==> config.mk <==
export PLATFORM = sky130hd
export DESIGN_NAME = cpu_mode_sequencer
export DESIGN_NICKNAME = d
export VERILOG_FILES = /design/src/rtl/cpu_mode_pkg.sv /design/src/rtl/cpu_mode_cnt.sv /design/src/rtl/cpu_mode_sequencer.sv
export SDC_FILE = /design/constraint.sdc
export NUM_CORES = 1
export LEC_CHECK = 0
export BUFFER_PORTS_ARGS = -buffer_cell sky130_fd_sc_hd__buf_2
export CAP_MARGIN = 30
export CORE_ASPECT_RATIO = 1.5
export CORE_MARGIN = 8
export CORE_UTILIZATION = 45
export DETAILED_ROUTE_END_ITERATION = 10
export GPL_TIMING_DRIVEN = 1
export PLACE_DENSITY = 0.75
export SLEW_MARGIN = 5
export SYNTH_ARGS = -nofsm -noshare
export SYNTH_HDL_FRONTEND = slang
export SYNTH_SLANG_ARGS = --single-unit
==> constraint.sdc <==
create_clock -name clk_i -period 2.5 [get_ports clk_i]
set_input_delay 0.25 -clock clk_i [delete_from_list [all_inputs] [get_ports clk_i]]
set_output_delay 0.25 -clock clk_i [all_outputs]
set_load 0.01 [all_outputs]
==> src/rtl/cpu_mode_pkg.sv <==
// Shared types and the mode decode table for the CPU mode sequencer.
// The decode is stored as {enable mask, boot select} constant arrays indexed by mode.
package cpu_mode_pkg;

   typedef enum logic [1:0] {
      SINGLE = 2'b00,
      DMR    = 2'b01,
      TMR    = 2'b10,
      MULTI  = 2'b11
   } mode_e;

   typedef enum logic [2:0] {
      IDLE       = 3'd0,
      WAIT_SLEEP = 3'd1,
      HOLD_RST   = 3'd2,
      RELEASE    = 3'd3,
      DONE       = 3'd4
   } state_e;

   // Bit n belongs to hart n; hart 0 is the only one running out of reset.
   localparam logic [2:0] MODE_EN  [4] = '{3'b001, 3'b011, 3'b111, 3'b111};
   localparam logic [2:0] MODE_SEL [4] = '{3'b000, 3'b000, 3'b000, 3'b110};

   function automatic int unsigned cnt_width(input int unsigned max_val);
      return (max_val < 1) ? 1 : $clog2(max_val + 1);
   endfunction

endpackage

==> src/rtl/cpu_mode_cnt.sv <==
// Saturating up-counter with synchronous clear; last_o flags the final counted cycle.
// last_o is decoded from the count only, so callers combine it with their own enable.
module cpu_mode_cnt
   import cpu_mode_pkg::*;
#(
   parameter int unsigned MAX = 1,
   parameter int unsigned W   = cnt_width(MAX)
) (
   input  logic clk_i,
   input  logic rst_ni,
   input  logic en_i,
   input  logic clr_i,
   output logic last_o
);

   logic [W-1:0] cnt_q, cnt_d;

   always_comb begin
      cnt_d = cnt_q;
      if (clr_i) begin
         cnt_d = '0;
      end else if (en_i && (cnt_q != W'(MAX))) begin
         cnt_d = cnt_q + W'(1);
      end
   end

   always_ff @(posedge clk_i or negedge rst_ni) begin
      if (!rst_ni) begin
         cnt_q <= '0;
      end else begin
         cnt_q <= cnt_d;
      end
   end

   assign last_o = (cnt_q == W'(MAX - 1));

endmodule

==> src/rtl/cpu_mode_sequencer.sv <==
// Moves the three-hart CPU subsystem between execution modes: wait for WFI sleep,
// hold harts in reset, then release all enabled harts together with the new boot select.
module cpu_mode_sequencer
   import cpu_mode_pkg::*;
#(
   parameter int unsigned NHARTS         = 3,
   parameter int unsigned RST_CYCLES     = 8,
   parameter int unsigned TIMEOUT_CYCLES = 1024
) (
   input  logic              clk_i,
   input  logic              rst_ni,
   input  logic              start_i,
   input  logic [1:0]        mode_i,
   input  logic [NHARTS-1:0] sleep_i,
   output logic [NHARTS-1:0] core_rst_no,
   output logic [NHARTS-1:0] boot_sel_o,
   output logic [1:0]        mode_o,
   output logic              busy_o,
   output logic              done_o,
   output logic              timeout_o
);

   localparam bit          TO_EN  = (TIMEOUT_CYCLES != 0);
   localparam int unsigned TO_MAX = TO_EN ? TIMEOUT_CYCLES : 1;
   localparam int unsigned RS_MAX = (RST_CYCLES < 1) ? 1 : RST_CYCLES;

   state_e            state_q, state_d;
   mode_e             target_q, target_d;
   mode_e             mode_q, mode_d;
   logic [NHARTS-1:0] core_rst_q, core_rst_d;
   logic [NHARTS-1:0] boot_sel_q, boot_sel_d;
   logic              busy_q, busy_d;
   logic              done_q, done_d;
   logic              timeout_q, timeout_d;

   logic wait_en, wait_last;
   logic hold_en, hold_last;
   logic all_asleep;

   cpu_mode_cnt #(.MAX(TO_MAX)) u_wait_cnt (
      .clk_i  (clk_i),
      .rst_ni (rst_ni),
      .en_i   (wait_en),
      .clr_i  (state_q != WAIT_SLEEP),
      .last_o (wait_last)
   );

   cpu_mode_cnt #(.MAX(RS_MAX)) u_hold_cnt (
      .clk_i  (clk_i),
      .rst_ni (rst_ni),
      .en_i   (hold_en),
      .clr_i  (state_q != HOLD_RST),
      .last_o (hold_last)
   );

   // Harts already held in reset never report sleep, so they are masked out.
   assign all_asleep = ((sleep_i & core_rst_q) == core_rst_q);

   // Output registers load from the next state, so each output changes on the
   // same edge that enters the state it belongs to.
   always_comb begin
      state_d    = state_q;
      target_d   = target_q;
      mode_d     = mode_q;
      core_rst_d = core_rst_q;
      boot_sel_d = boot_sel_q;
      timeout_d  = timeout_q;
      wait_en    = 1'b0;
      hold_en    = 1'b0;

      case (state_q)
         IDLE: begin
            if (start_i) begin
               target_d  = mode_e'(mode_i);
               timeout_d = 1'b0;
               state_d   = WAIT_SLEEP;
            end
         end
         WAIT_SLEEP: begin
            if (all_asleep) begin
               state_d    = HOLD_RST;
               core_rst_d = '0;
               boot_sel_d = NHARTS'(MODE_SEL[target_q]);
            end else begin
               wait_en = 1'b1;
               if (TO_EN && wait_last) begin
                  timeout_d = 1'b1;
                  state_d   = IDLE;
               end
            end
         end
         HOLD_RST: begin
            hold_en    = 1'b1;
            core_rst_d = '0;
            if (hold_last) begin
               state_d    = RELEASE;
               core_rst_d = NHARTS'(MODE_EN[target_q]);
               mode_d     = target_q;
            end
         end
         RELEASE: state_d = DONE;
         DONE:    state_d = IDLE;
         default: state_d = IDLE;
      endcase

      busy_d = (state_d != IDLE);
      done_d = (state_d == DONE);
   end

   always_ff @(posedge clk_i or negedge rst_ni) begin
      if (!rst_ni) begin
         state_q    <= IDLE;
         target_q   <= SINGLE;
         mode_q     <= SINGLE;
         core_rst_q <= NHARTS'(1);
         boot_sel_q <= '0;
         busy_q     <= 1'b0;
         done_q     <= 1'b0;
         timeout_q  <= 1'b0;
      end else begin
         state_q    <= state_d;
         target_q   <= target_d;
         mode_q     <= mode_d;
         core_rst_q <= core_rst_d;
         boot_sel_q <= boot_sel_d;
         busy_q     <= busy_d;
         done_q     <= done_d;
         timeout_q  <= timeout_d;
      end
   end

   assign core_rst_no = core_rst_q;
   assign boot_sel_o  = boot_sel_q;
   assign mode_o      = mode_q;
   assign busy_o      = busy_q;
   assign done_o      = done_q;
   assign timeout_o   = timeout_q;

endmodule

==> flow_summary.toml <==
[run]
drv_cap = 0

[cts]
clock_sinks = 29
htree_levels = 2
clk_pin_slew_ps = 60
root_buffer = "clkbuf_8"
postCtsSetupBuffers = 0
cts_tree = "done"
clock_latency_ps = 280
cts_hold_buf = 0
cts_resized = 0
clk_path_buf_depth = 2
cts_inserted_buffers = 5

[critical_path]
required_ps = 2660
reg2reg_slack_ps = 700
end_kind = "flip-flop"
worstSetupPathType = "reg -> reg"
r2r_start = "state_q[2]"
cp_top_family = "simple AND/OR/NAND/NOR gates"
max_stage_delay_ps = 510
crit_arrival_ps = 1960
rr_worst_depth = 3
critical_path_buf_inv_count = 0
cp_max_fo = 8
crit_slowest_cell = "or3b_1"
crit_chain = "or3b_1 -> or3_4 -> mux2_2"
timing.rr.end = "mode_o[0]"
cp-start-kind = "flip-flop"

[placement]
place_area_um2 = 1570
dpl.hpwl_mm = 2.38
gp_congestion = 0.896
pre_cts_ws_ps = 717
portBuffers = 17

[final_layout]
drive_gt1_frac = 0.201
num_antenna_cells = 0
syn_to_final_growth_pct = 13.8
postLayoutCellArea_um2 = 1660
fin_nets = 170

[route]
finalWirelength_mm = 3.28
drc = 0
ant_nets = 0
drtIter0Drc = 60
vias_per_cell = 5.90
wire_per_inst_um = 16.5
num_vias = 1175
drt_pre_antenna_iters = 4

[synth]
synth_async_sr_flop_share = 1.00
ys_seq_elements = 29
synth_cell_types = 46
synth-warning-count = 0
syn_avg_cell_area_um2 = 10.5
ys_seq_area_frac = 0.499
synth.area.top_cells = "dfrtp_1 (48%), ha_1 (3.4%), nand2_1 (3.3%)"
synth-edff-count = 0
synth.largest_area_cell = "dfrtp_1"
synth.most_common_cell = "dfrtp_1"
ys.flop_type = "dfrtp_1"
synth_nets = 151
yosys-top-cells-count = "dfrtp_1 (28), nand2_1 (13), inv_1 (7), nor2_1 (7)"
syn_inst = 139
syn-cell-area_um2 = 1460
yosysTopAreaCellShare = 0.481

[timing]
holdWs_ps = -10.5
drv_slew = 0
min_period_ps = 1800
max_freq_ghz = 0.557
worst_pin_slew_ps = 648
max_slew_margin = 0.568
rsz0062_at_grt = "false"
finalHoldViolCount = 17
finalWorstSetupSlack_ps = 705
setup-violations-final = 0
period_share = 0.718
fin_skew_ps = 8.48
fin_tns_setup_ps = 0

[global_routing]
grt_start_max_net_pins = 30
antenna_found_initial = 0
overflow = 0
grt_pass1_vias = 1272
grt_pass1_wl_mm = 5.75
track_usage = 0.136

[floorplanning]
start_util = 0.466
io_pins = 19
die_y_um = 85.7
die_w_um = 62.5
die-area_um2 = 5350
core_um2 = 3130
rows = 25

[run_status]
violations = "negative hold slack"
outcome = "finished with violations"

[pwr]
p_per_area_nw_per_um2 = 777
power_leakage_nw = 0.725
irDropWorstVdd_mv = 0.460
power_mw = 1.29

[hold_path]
worst_hold_path_type = "in -> async"
==> flip-flops by register name, indices dropped and copies added, names as in the netlist, 2 cells and up <==
signal            count
mode_o                2
u_hold_cnt.cnt_q      4
u_wait_cnt.cnt_q     11
target_q              2
state_q               3
core_rst_no           3
==> metal layers <==
metal | part of all wire | vias up | GRT usage
met5 | 0 | - | 0
met2 | 0.53 | 24 | 0.238
met4 | 0.039 | 0 | 0.0979
met3 | 0.035 | 10 | 0.0391
li1 | - | 553 | -
met1 | 0.40 | 588 | 0.135
==> kinds of logic after synthesis <==
family,after synthesis,share of synthesized area
buffers and inverters,13,0.0395
multiplexers,4,0.0300
flip-flops,29,0.499
XOR/XNOR,3,0.0180
AO/OA/AOI/OAI,31,0.165
other,1,0.00257
adder cells (fa/ha/maj),4,0.0343
AND/OR/NAND/NOR,54,0.212
==> report_power, final <==
group | leakage [nW] | total, mW | internal (mW) | switching [mW]
combinational | 0.288 | 0.285 | 0.111 | 0.174
sequential | 0.391 | 0.608 | 0.536 | 0.0714
clock | 0.0455 | 0.396 | 0.224 | 0.172
==> worst max path at each step <==
stage                                      to  startpoint  slack [ps]  cells after the start
final                               mode_o[0]  state_q[2]         700                      3
after global placement    u_wait_cnt.cnt_q[1]  state_q[2]         760                      4
after CTS                 u_wait_cnt.cnt_q[1]  state_q[2]         700                      4
after global routing      u_wait_cnt.cnt_q[2]  state_q[2]         610                      4
after detailed placement  u_wait_cnt.cnt_q[1]  state_q[2]         720                      4
after floorplan                     mode_o[0]  state_q[2]         810                      4
==> cell usage in the layout (no fill, tap or decap), drive strengths merged, types with 2 or more instances in the layout <==
cell type | netlist | final
a21oi | 5 | 5
a22o | 2 | 2
a31oi | 2 | 2
and3b | 2 | 2
and4 | 2 | 2
buf | 3 | 18
clkbuf | 3 | 8
dfrtp | 28 | 28
ha | 4 | 4
inv | 7 | 7
mux2 | 3 | 3
nand2 | 14 | 14
nand2b | 3 | 3
nand3 | 5 | 5
nand4 | 6 | 6
nor2 | 7 | 7
nor4 | 3 | 3
o21ai | 3 | 3
o311ai | 6 | 6
o31ai | 6 | 6
or3 | 3 | 3
or3b | 2 | 2
xnor2 | 2 | 2
==> area by class of cell <==
class	count	area, µm²
Clock buffer	8	90.1
Fill cell	300	1470
Multi-Input combinational cell	97	673
Timing Repair Buffer	18	92.6
Tap cell	40	50.0
Sequential cell	29	727
Inverter	7	26.3
==> worst register-to-register path, cell delays in order, from the launching register on <==
cell	delay, ps
dfrtp_1	440
or3b_1	510
or3_4	440
mux2_2	280
==> stage by stage <==
step / instances / util
2_1_floorplan: 139 / -
3_3_place_gp: 191 / 0.502
3_5_place_dp: 191 / 0.502
4_1_cts: 199 / 0.530
5_1_grt: 199 / 0.530
6_report: 199 / 0.530
No activity file was read; power rests on OpenSTA's default activity.
